### src/rtl/alu_core_param_if.sv
// Operation / result handshake bundle for alu_core_param.
// Master drives requests and the write port, slave returns results.
interface alu_core_param_if #(
    parameter int WIDTH = 8,
    parameter int NREGS = 4
);
    localparam int AW = $clog2(NREGS);

    logic               wr_en;
    logic [AW-1:0]      wr_addr;
    logic [WIDTH-1:0]   wr_data;

    logic               op_valid;
    logic               op_ready;
    logic [3:0]         op_code;
    logic [AW-1:0]      src_a;
    logic [AW-1:0]      src_b;
    logic [AW-1:0]      dst;
    logic               wb_en;

    logic               res_valid;
    logic               res_ready;
    logic [2*WIDTH-1:0] res_data;
    logic               flag_z;
    logic               flag_c;
    logic               flag_v;
    logic               flag_n;
    logic               err;

    modport master (
        output wr_en, wr_addr, wr_data,
        output op_valid, op_code, src_a, src_b, dst, wb_en,
        output res_ready,
        input  op_ready, res_valid, res_data,
        input  flag_z, flag_c, flag_v, flag_n, err
    );

    modport slave (
        input  wr_en, wr_addr, wr_data,
        input  op_valid, op_code, src_a, src_b, dst, wb_en,
        input  res_ready,
        output op_ready, res_valid, res_data,
        output flag_z, flag_c, flag_v, flag_n, err
    );
endinterface

### src/rtl/alu_core_param.sv
// Parametrised register-file ALU: single-cycle ops plus a shift-add
// multiplier, with valid/ready request and result handshakes.
module alu_core_param #(
    parameter int WIDTH = 8,
    parameter int NREGS = 4
) (
    input logic             clk,
    input logic             rst,
    alu_core_param_if.slave bus
);
    localparam int AW = $clog2(NREGS);
    localparam int SW = $clog2(WIDTH);
    localparam int W2 = 2 * WIDTH;

    localparam logic [3:0] OP_ADD = 4'd0;
    localparam logic [3:0] OP_SUB = 4'd1;
    localparam logic [3:0] OP_AND = 4'd2;
    localparam logic [3:0] OP_OR  = 4'd3;
    localparam logic [3:0] OP_XOR = 4'd4;
    localparam logic [3:0] OP_SHL = 4'd5;
    localparam logic [3:0] OP_SHR = 4'd6;
    localparam logic [3:0] OP_ASR = 4'd7;
    localparam logic [3:0] OP_CMP = 4'd8;
    localparam logic [3:0] OP_MUL = 4'd9;

    typedef enum logic [1:0] {
        IDLE,
        EXEC,
        DONE
    } state_t;

    state_t           state;
    logic [WIDTH-1:0] regs [NREGS];

    logic [W2-1:0]    res_q;
    logic             z_q, c_q, v_q, n_q, err_q;

    logic [W2-1:0]    acc;
    logic [W2-1:0]    mcand;
    logic [WIDTH-1:0] mplier;
    logic [SW-1:0]    cnt;
    logic [AW-1:0]    dst_q;
    logic             wb_q;

    logic [WIDTH-1:0] a, b;
    logic [SW-1:0]    sh;
    logic [WIDTH:0]   sum_add, sum_sub;
    logic [W2-1:0]    shl_ext, shr_ext, asr_ext;
    logic [W2-1:0]    acc_nx;

    logic [WIDTH-1:0] r;
    logic             fc, fv, ill, wb_ok;

    assign a  = regs[bus.src_a];
    assign b  = regs[bus.src_b];
    assign sh = b[SW-1:0];

    assign sum_add = {1'b0, a} + {1'b0, b};
    assign sum_sub = {1'b0, a} + {1'b0, ~b} + (WIDTH+1)'(1);

    // Wide shifts leave the last bit shifted out next to the result half.
    assign shl_ext = {{WIDTH{1'b0}}, a} << sh;
    assign shr_ext = {a, {WIDTH{1'b0}}} >> sh;
    assign asr_ext = $signed({a, {WIDTH{1'b0}}}) >>> sh;

    assign acc_nx = mplier[0] ? acc + mcand : acc;

    always_comb begin
        r     = '0;
        fc    = 1'b0;
        fv    = 1'b0;
        ill   = 1'b0;
        wb_ok = 1'b1;
        unique case (1'b1)
            (bus.op_code == OP_ADD): begin
                r  = sum_add[WIDTH-1:0];
                fc = sum_add[WIDTH];
                fv = (a[WIDTH-1] == b[WIDTH-1]) &&
                     (r[WIDTH-1] != a[WIDTH-1]);
            end
            (bus.op_code == OP_SUB),
            (bus.op_code == OP_CMP): begin
                r     = sum_sub[WIDTH-1:0];
                fc    = sum_sub[WIDTH];
                fv    = (a[WIDTH-1] != b[WIDTH-1]) &&
                        (r[WIDTH-1] != a[WIDTH-1]);
                wb_ok = (bus.op_code == OP_SUB);
            end
            (bus.op_code == OP_AND): r = a & b;
            (bus.op_code == OP_OR):  r = a | b;
            (bus.op_code == OP_XOR): r = a ^ b;
            (bus.op_code == OP_SHL): begin
                r  = shl_ext[WIDTH-1:0];
                fc = shl_ext[WIDTH];
            end
            (bus.op_code == OP_SHR): begin
                r  = shr_ext[W2-1:WIDTH];
                fc = shr_ext[WIDTH-1];
            end
            (bus.op_code == OP_ASR): begin
                r  = asr_ext[W2-1:WIDTH];
                fc = asr_ext[WIDTH-1];
            end
            (bus.op_code == OP_MUL): wb_ok = 1'b0;
            default: begin
                ill   = 1'b1;
                wb_ok = 1'b0;
            end
        endcase
    end

    always_ff @(posedge clk) begin
        if (rst) begin
            state  <= IDLE;
            res_q  <= '0;
            z_q    <= 1'b0;
            c_q    <= 1'b0;
            v_q    <= 1'b0;
            n_q    <= 1'b0;
            err_q  <= 1'b0;
            acc    <= '0;
            mcand  <= '0;
            mplier <= '0;
            cnt    <= '0;
            dst_q  <= '0;
            wb_q   <= 1'b0;
            for (int i = 0; i < NREGS; i++) regs[i] <= '0;
        end else begin
            // Writeback assignments below come later and win on a clash.
            if (bus.wr_en) regs[bus.wr_addr] <= bus.wr_data;
            unique case (state)
                IDLE: begin
                    if (bus.op_valid) begin
                        if (bus.op_code == OP_MUL) begin
                            acc    <= '0;
                            mcand  <= {{WIDTH{1'b0}}, a};
                            mplier <= b;
                            cnt    <= '0;
                            dst_q  <= bus.dst;
                            wb_q   <= bus.wb_en;
                            state  <= EXEC;
                        end else begin
                            res_q <= {{WIDTH{1'b0}}, r};
                            z_q   <= !ill && (r == '0);
                            c_q   <= fc;
                            v_q   <= fv;
                            n_q   <= r[WIDTH-1];
                            err_q <= ill;
                            if (bus.wb_en && wb_ok) regs[bus.dst] <= r;
                            state <= DONE;
                        end
                    end
                end
                EXEC: begin
                    acc    <= acc_nx;
                    mcand  <= mcand << 1;
                    mplier <= mplier >> 1;
                    cnt    <= cnt + 1'b1;
                    if (cnt == SW'(WIDTH-1)) begin
                        res_q <= acc_nx;
                        z_q   <= (acc_nx == '0);
                        c_q   <= |acc_nx[W2-1:WIDTH];
                        v_q   <= 1'b0;
                        n_q   <= acc_nx[W2-1];
                        err_q <= 1'b0;
                        if (wb_q) regs[dst_q] <= acc_nx[WIDTH-1:0];
                        state <= DONE;
                    end
                end
                DONE: begin
                    if (bus.res_ready) state <= IDLE;
                end
                default: state <= IDLE;
            endcase
        end
    end

    assign bus.op_ready  = (state == IDLE);
    assign bus.res_valid = (state == DONE);
    assign bus.res_data  = res_q;
    assign bus.flag_z    = z_q;
    assign bus.flag_c    = c_q;
    assign bus.flag_v    = v_q;
    assign bus.flag_n    = n_q;
    assign bus.err       = err_q;
endmodule
### src/flat_wrapper.sv
// flat-port wrapper written by rule: the top's interface ports become plain ports
module alu_core_param_flat 
#(
    parameter int WIDTH = 8,
    parameter int NREGS = 4
)
  (clk, rst, bus_wr_en, bus_wr_addr, bus_wr_data, bus_op_valid, bus_op_code, bus_src_a, bus_src_b, bus_dst, bus_wb_en, bus_res_ready, bus_op_ready, bus_res_valid, bus_res_data, bus_flag_z, bus_flag_c, bus_flag_v, bus_flag_n, bus_err);
  alu_core_param_if #(.WIDTH(WIDTH), .NREGS(NREGS)) bus_i ();
  input logic clk;
  input logic rst;
  input wire logic [$bits(bus_i.wr_en)-1:0] bus_wr_en;
  input wire logic [$bits(bus_i.wr_addr)-1:0] bus_wr_addr;
  input wire logic [$bits(bus_i.wr_data)-1:0] bus_wr_data;
  input wire logic [$bits(bus_i.op_valid)-1:0] bus_op_valid;
  input wire logic [$bits(bus_i.op_code)-1:0] bus_op_code;
  input wire logic [$bits(bus_i.src_a)-1:0] bus_src_a;
  input wire logic [$bits(bus_i.src_b)-1:0] bus_src_b;
  input wire logic [$bits(bus_i.dst)-1:0] bus_dst;
  input wire logic [$bits(bus_i.wb_en)-1:0] bus_wb_en;
  input wire logic [$bits(bus_i.res_ready)-1:0] bus_res_ready;
  output wire logic [$bits(bus_i.op_ready)-1:0] bus_op_ready;
  output wire logic [$bits(bus_i.res_valid)-1:0] bus_res_valid;
  output wire logic [$bits(bus_i.res_data)-1:0] bus_res_data;
  output wire logic [$bits(bus_i.flag_z)-1:0] bus_flag_z;
  output wire logic [$bits(bus_i.flag_c)-1:0] bus_flag_c;
  output wire logic [$bits(bus_i.flag_v)-1:0] bus_flag_v;
  output wire logic [$bits(bus_i.flag_n)-1:0] bus_flag_n;
  output wire logic [$bits(bus_i.err)-1:0] bus_err;
  assign bus_i.wr_en = bus_wr_en;
  assign bus_i.wr_addr = bus_wr_addr;
  assign bus_i.wr_data = bus_wr_data;
  assign bus_i.op_valid = bus_op_valid;
  assign bus_i.op_code = bus_op_code;
  assign bus_i.src_a = bus_src_a;
  assign bus_i.src_b = bus_src_b;
  assign bus_i.dst = bus_dst;
  assign bus_i.wb_en = bus_wb_en;
  assign bus_i.res_ready = bus_res_ready;
  assign bus_op_ready = bus_i.op_ready;
  assign bus_res_valid = bus_i.res_valid;
  assign bus_res_data = bus_i.res_data;
  assign bus_flag_z = bus_i.flag_z;
  assign bus_flag_c = bus_i.flag_c;
  assign bus_flag_v = bus_i.flag_v;
  assign bus_flag_n = bus_i.flag_n;
  assign bus_err = bus_i.err;
  alu_core_param #(.WIDTH(WIDTH), .NREGS(NREGS)) u_core (.clk(clk), .rst(rst), .bus(bus_i));
endmodule
### config.mk
export PLATFORM = sky130hd
export DESIGN_NAME = alu_core_param_flat
export DESIGN_NICKNAME = d
export VERILOG_FILES = /design/src/rtl/alu_core_param_if.sv /design/src/rtl/alu_core_param.sv /design/src/flat_wrapper.sv
export SDC_FILE = /design/constraint.sdc
export NUM_CORES = 1
export LEC_CHECK = 0
export ABC_AREA = 1
export CAP_MARGIN = 20
export CORE_ASPECT_RATIO = 0.6
export CORE_MARGIN = 8
export CORE_UTILIZATION = 40
export DETAILED_ROUTE_END_ITERATION = 12
export HOLD_SLACK_MARGIN = 0.1
export SLEW_MARGIN = 10
export SYNTH_ARGS = -nofsm -noshare
export SYNTH_HDL_FRONTEND = slang
export SYNTH_SLANG_ARGS = --single-unit
export TNS_END_PERCENT = 50
### constraint.sdc
create_clock -name clk -period 4.8 [get_ports clk]
set_input_delay 0.48 -clock clk [delete_from_list [all_inputs] [get_ports clk]]
set_output_delay 0.48 -clock clk [all_outputs]
set_load 0.01 [all_outputs]
==> results_tabular.tex <==
\begin{tabular}{lr}
\hline
Metric & Value \\
\hline
\multicolumn{2}{l}{\textbf{Drt}} \\
Routed metal-1 wirelength & 14,100 um \\
Met3 routed WL & 3330 um \\
Final routed DRC violation total & 0 \\
Wire length on met2 & 9920 um \\
Drt total wl & 27,900 um \\
Total via count after detailed routing & 8,389 \\
Highest metal layer with signal wires & met4 \\
Average wire per standard cell & about 18 um \\
Starting DRT DRC Count & approximately 1,100 \\
Number of iterations in the first detailed-routing pass & 5 \\
Vias per cell & between 5 and 6 \\
Routed Antenna Nets & 0 \\
\multicolumn{2}{l}{\textbf{Clock network}} \\
Number of hold-repair buffers added at the cts stage & 0 \\
Number of H-tree levels & 3 \\
Clock edge transition at the registers on the reported setup and hold paths & around 0.07 ns \\
Clock tree root buffer cell & clkbuf\_16 \\
Number of cells upsized or downsized after cts & 0 \\
Clock buffers created by TritonCTS & 9 \\
Setup repair bufs after CTS & 0 \\
Clock tree from TritonCTS & done \\
Clock Path Buffers & 2 \\
Sinks on the clock net & between 100 and 150 \\
Worst-skew pair later-pin latency & between 0.3 and 0.4 ns \\
\multicolumn{2}{l}{\textbf{Cells and area}} \\
\# diodes & 0 \\
Area growth from synthesis to final layout & 12.7\% \\
Share of layout cells above drive strength 1 & between 6 and 7\% \\
Count of nets after finishing & 1,345 \\
Core occupancy in the finished layout & 46.4\% \\
Fill cell total of the finished layout & 2,046 \\
Final instance area & 8900 um\^{}2 \\
\multicolumn{2}{l}{\textbf{STA}} \\
Final number of max-transition violations & 0 \\
Setup TNS after final layout & 0 ns \\
Unrepaired setup endpoints after global routing & no \\
Final worst setup slack & 0.758 ns \\
Final hold vios & 0 \\
Tcrit/Tclk final & 84.2\% \\
Highest Clock Rate & 247 MHz \\
Actual transition at the worst max-transition pin & 0.921 ns \\
Setup-violating endpoint count in the final report & 0 \\
Slew Limit Headroom & 37.9\% \\
Post-layout minimum cycle time & 4.04 ns \\
Final Skew & between 0.01 and 0.015 ns \\
\multicolumn{2}{l}{\textbf{Global route}} \\
Number of global-route vias before repair & 7,449 \\
Global route total overflow & 0 \\
Number of antenna violations at the first check in global routing & 0 \\
Global-route wire length before repair & 43,000 um \\
Global-route usage over all layers & 22.2\% \\
Largest net degree at the start of global routing & 41 \\
\multicolumn{2}{l}{\textbf{Logic synthesis}} \\
Count of flip-flops with a built-in enable after synthesis & 32 \\
Number of warnings issued by yosys & 0 \\
Primary flip-flop cell chosen by synthesis mapping & dfxtp\_1 \\
Mean instance size in the synthesized netlist & 6.39 um\^{}2 \\
Post-Syn Nets & 1,308 \\
Cell count after synthesis & 1,236 \\
Yosys cell types & 48 \\
Sequential-to-total area share from yosys stat & between 20\% and 30\% \\
Proportion of synthesized flip-flops having asynchronous set or reset & 0\% \\
\#FFs+latches synth & 101 \\
Summed instance area of the synthesized netlist & 7900 um\^{}2 \\
\multicolumn{2}{l}{\textbf{Critical path}} \\
Worst Path Class, Setup & in -> reg \\
CP most frequent cell & nand2\_1 \\
Worst-path maximum fanout & 17 \\
Maximum cell stage delay along the critical path & 0.86 ns \\
Largest delay share family, worst path & buffers and inverters \\
Critical Path Source Type & input port \\
Req. time, crit path & 4.88 ns \\
Number of buffers and inverters on the critical path & 4 \\
Cell with the biggest individual delay on the critical path & clkdlybuf4s50\_1 \\
Critical path endpoint category & flop \\
CP Cell Sequence & clkdlybuf4s50\_1 > inv\_4 > nand2\_1 > nand3\_1 > nand2\_1 > inv\_1 > ha\_1 > fa\_1 > inv\_1 > nand2\_1 > nand2\_1 > nor2\_1 > nor3\_1 > a21boi\_2 > nand2\_1 > o21ai\_0 > o22ai\_1 \\
Data arrival at the endpoint of the critical path & 4.12 ns \\
\multicolumn{2}{l}{\textbf{Status}} \\
Status & finished clean \\
\multicolumn{2}{l}{\textbf{Placement}} \\
Pre-CTS setup slack & approximately 0.49 ns \\
Placer's final routability congestion estimate & 1.07 \\
Half-perimeter wire length after placement & 22,000 um \\
Count of input and output buffers & 48 \\
Placement Cell Area & 8620 um\^{}2 \\
\multicolumn{2}{l}{\textbf{Die}} \\
\# IOs & 49 \\
Core ar. & 19,200 um\^{}2 \\
Total number of placement rows & 39 \\
X dimension of the die & between 150 and 200 um \\
Effective utilization at floorplan & between 40 and 50\% \\
Die ar. & roughly 25,000 um\^{}2 \\
Vertical die dimension & 125 um \\
\multicolumn{2}{l}{\textbf{Power and ir drop}} \\
Peak supply drop & between 200 and 250 uV \\
Static Leak & 4.17 nW \\
Post-layout total power & around 2.3 mW \\
Power per unit of standard cell area & 257 nW/um\^{}2 \\
\multicolumn{2}{l}{\textbf{Worst hold path}} \\
Class of the worst hold path & reg -> reg \\
\multicolumn{2}{l}{\textbf{Run}} \\
Count of maximum capacitance violations & 0 \\
\hline
\end{tabular}
## state kept, by name (all words and copies together), names as in the netlist
signal / count
u_core.mcand: 16
u_core.bus.res_data: 16
u_core.acc: 16
u_core.regs: 32
u_core.bus.flag_n: 1
u_core.wb_q: 1
u_core.bus.flag_c: 1
u_core.bus.flag_v: 1
u_core.mplier: 8
u_core.dst_q: 2
u_core.state: 2
u_core.bus.err: 1
u_core.bus.flag_z: 1
u_core.cnt: 3
## cell type report
type | count | area, um^2 | area share, %
inverters | 181 | 682 | 7.67
multi-input cells | 915 | 4660 | 52.4
clock inverters | 7 | 46.3 | 0.520
well taps | 266 | 333 | 3.74
flip-flops and latches | 101 | 2340 | 26.3
repair buffers | 65 | 608 | 6.84
clock buffers | 9 | 225 | 2.53
## per-layer routing
layer / vias up / global-route usage [%]
met3: 40 / 8.45
met1: 3800 / 34.6
met2: 431 / 27.2
met4: 0 / 4.89
li1: 4118 / -
met5: - / 0
## cells in the mapped netlist, types with 10 or more instances
cell	number	area, um^2
a21oi_1	67	335
clkbuf_1	23	86.3
dfxtp_1	69	1380
edfxtp_1	32	961
ha_1	43	538
inv_1	171	642
nand2_1	389	1460
nand2_2	13	81.3
nand3_1	132	661
nand4_1	15	93.8
nor2_1	86	323
o211ai_1	13	97.6
o21ai_0	44	220
o21ai_1	10	50.1
o22ai_1	22	138
or2_2	11	68.8
## cell families after synthesis
| group | share of synthesized area, % |
|---|---|
| AO/OA/AOI/OAI | 14.5 |
| XOR/XNOR | 0.998 |
| adder cells (fa/ha/maj) | 7.57 |
| buffers and inverters | 11.4 |
| flip-flops | 29.7 |
| AND/OR/NAND/NOR | 35.9 |
## tightest hold or removal path, cell delays in order, from the launching register on
cell and delay, ns:
dfxtp_1 0.31, nand2_1 0.06, a21oi_1 0.05
## stage by stage
step	cells	hold WS [ns]
after CTS	1544	0.466
after detailed placement	1528	0.456
after global routing	1544	0.486
after global placement	1528	0.450
after floorplan	1236	0.441
final	1544	0.469
## power breakdown
part	leakage, nW	switching [mW]	internal, mW
logic	3.15	0.426	0.205
registers	0.893	0.0295	0.919
clock network	0.129	0.350	0.353
## path summary, 6_finish.rpt
path	startpoint	endpoint	slack, ns	depth (start not counted)
max	bus_src_a[0]	u_core.regs[1][2]	0.76	17
max reg2reg	u_core.regs[0][4]	u_core.regs[1][7]	1.36	18
min reg2reg	u_core.bus.res_data[13]	u_core.bus.res_data[13]	0.47	2
min	u_core.bus.res_data[13]	u_core.bus.res_data[13]	0.47	2
## layout by cell type (no fill, tap or decap), types with 3 or more instances in the layout
cell | Yosys | final
a211oi_1 | 3 | 3
a21oi_1 | 67 | 67
a221oi_1 | 6 | 6
a31oi_1 | 9 | 9
a32oi_1 | 5 | 5
buf_4 | 1 | 17
clkbuf_16 | 0 | 9
clkdlybuf4s50_1 | 0 | 48
clkinv_1 | 1 | 3
dfxtp_1 | 69 | 69
edfxtp_1 | 32 | 32
fa_1 | 3 | 3
ha_1 | 43 | 43
inv_1 | 171 | 171
inv_2 | 8 | 8
nand2_1 | 389 | 389
nand2_2 | 13 | 13
nand3_1 | 132 | 132
nand4_1 | 15 | 15
nor2_1 | 86 | 86
nor2_2 | 3 | 3
nor3_1 | 6 | 6
o211ai_1 | 13 | 13
o21ai_0 | 44 | 44
o21ai_1 | 10 | 9
o21ai_2 | 3 | 4
o221ai_1 | 4 | 4
o22ai_1 | 22 | 22
or2_1 | 3 | 3
or2_2 | 11 | 11
xnor2_1 | 6 | 6
xor2_1 | 3 | 3
(Power assumes the default switching activity.)
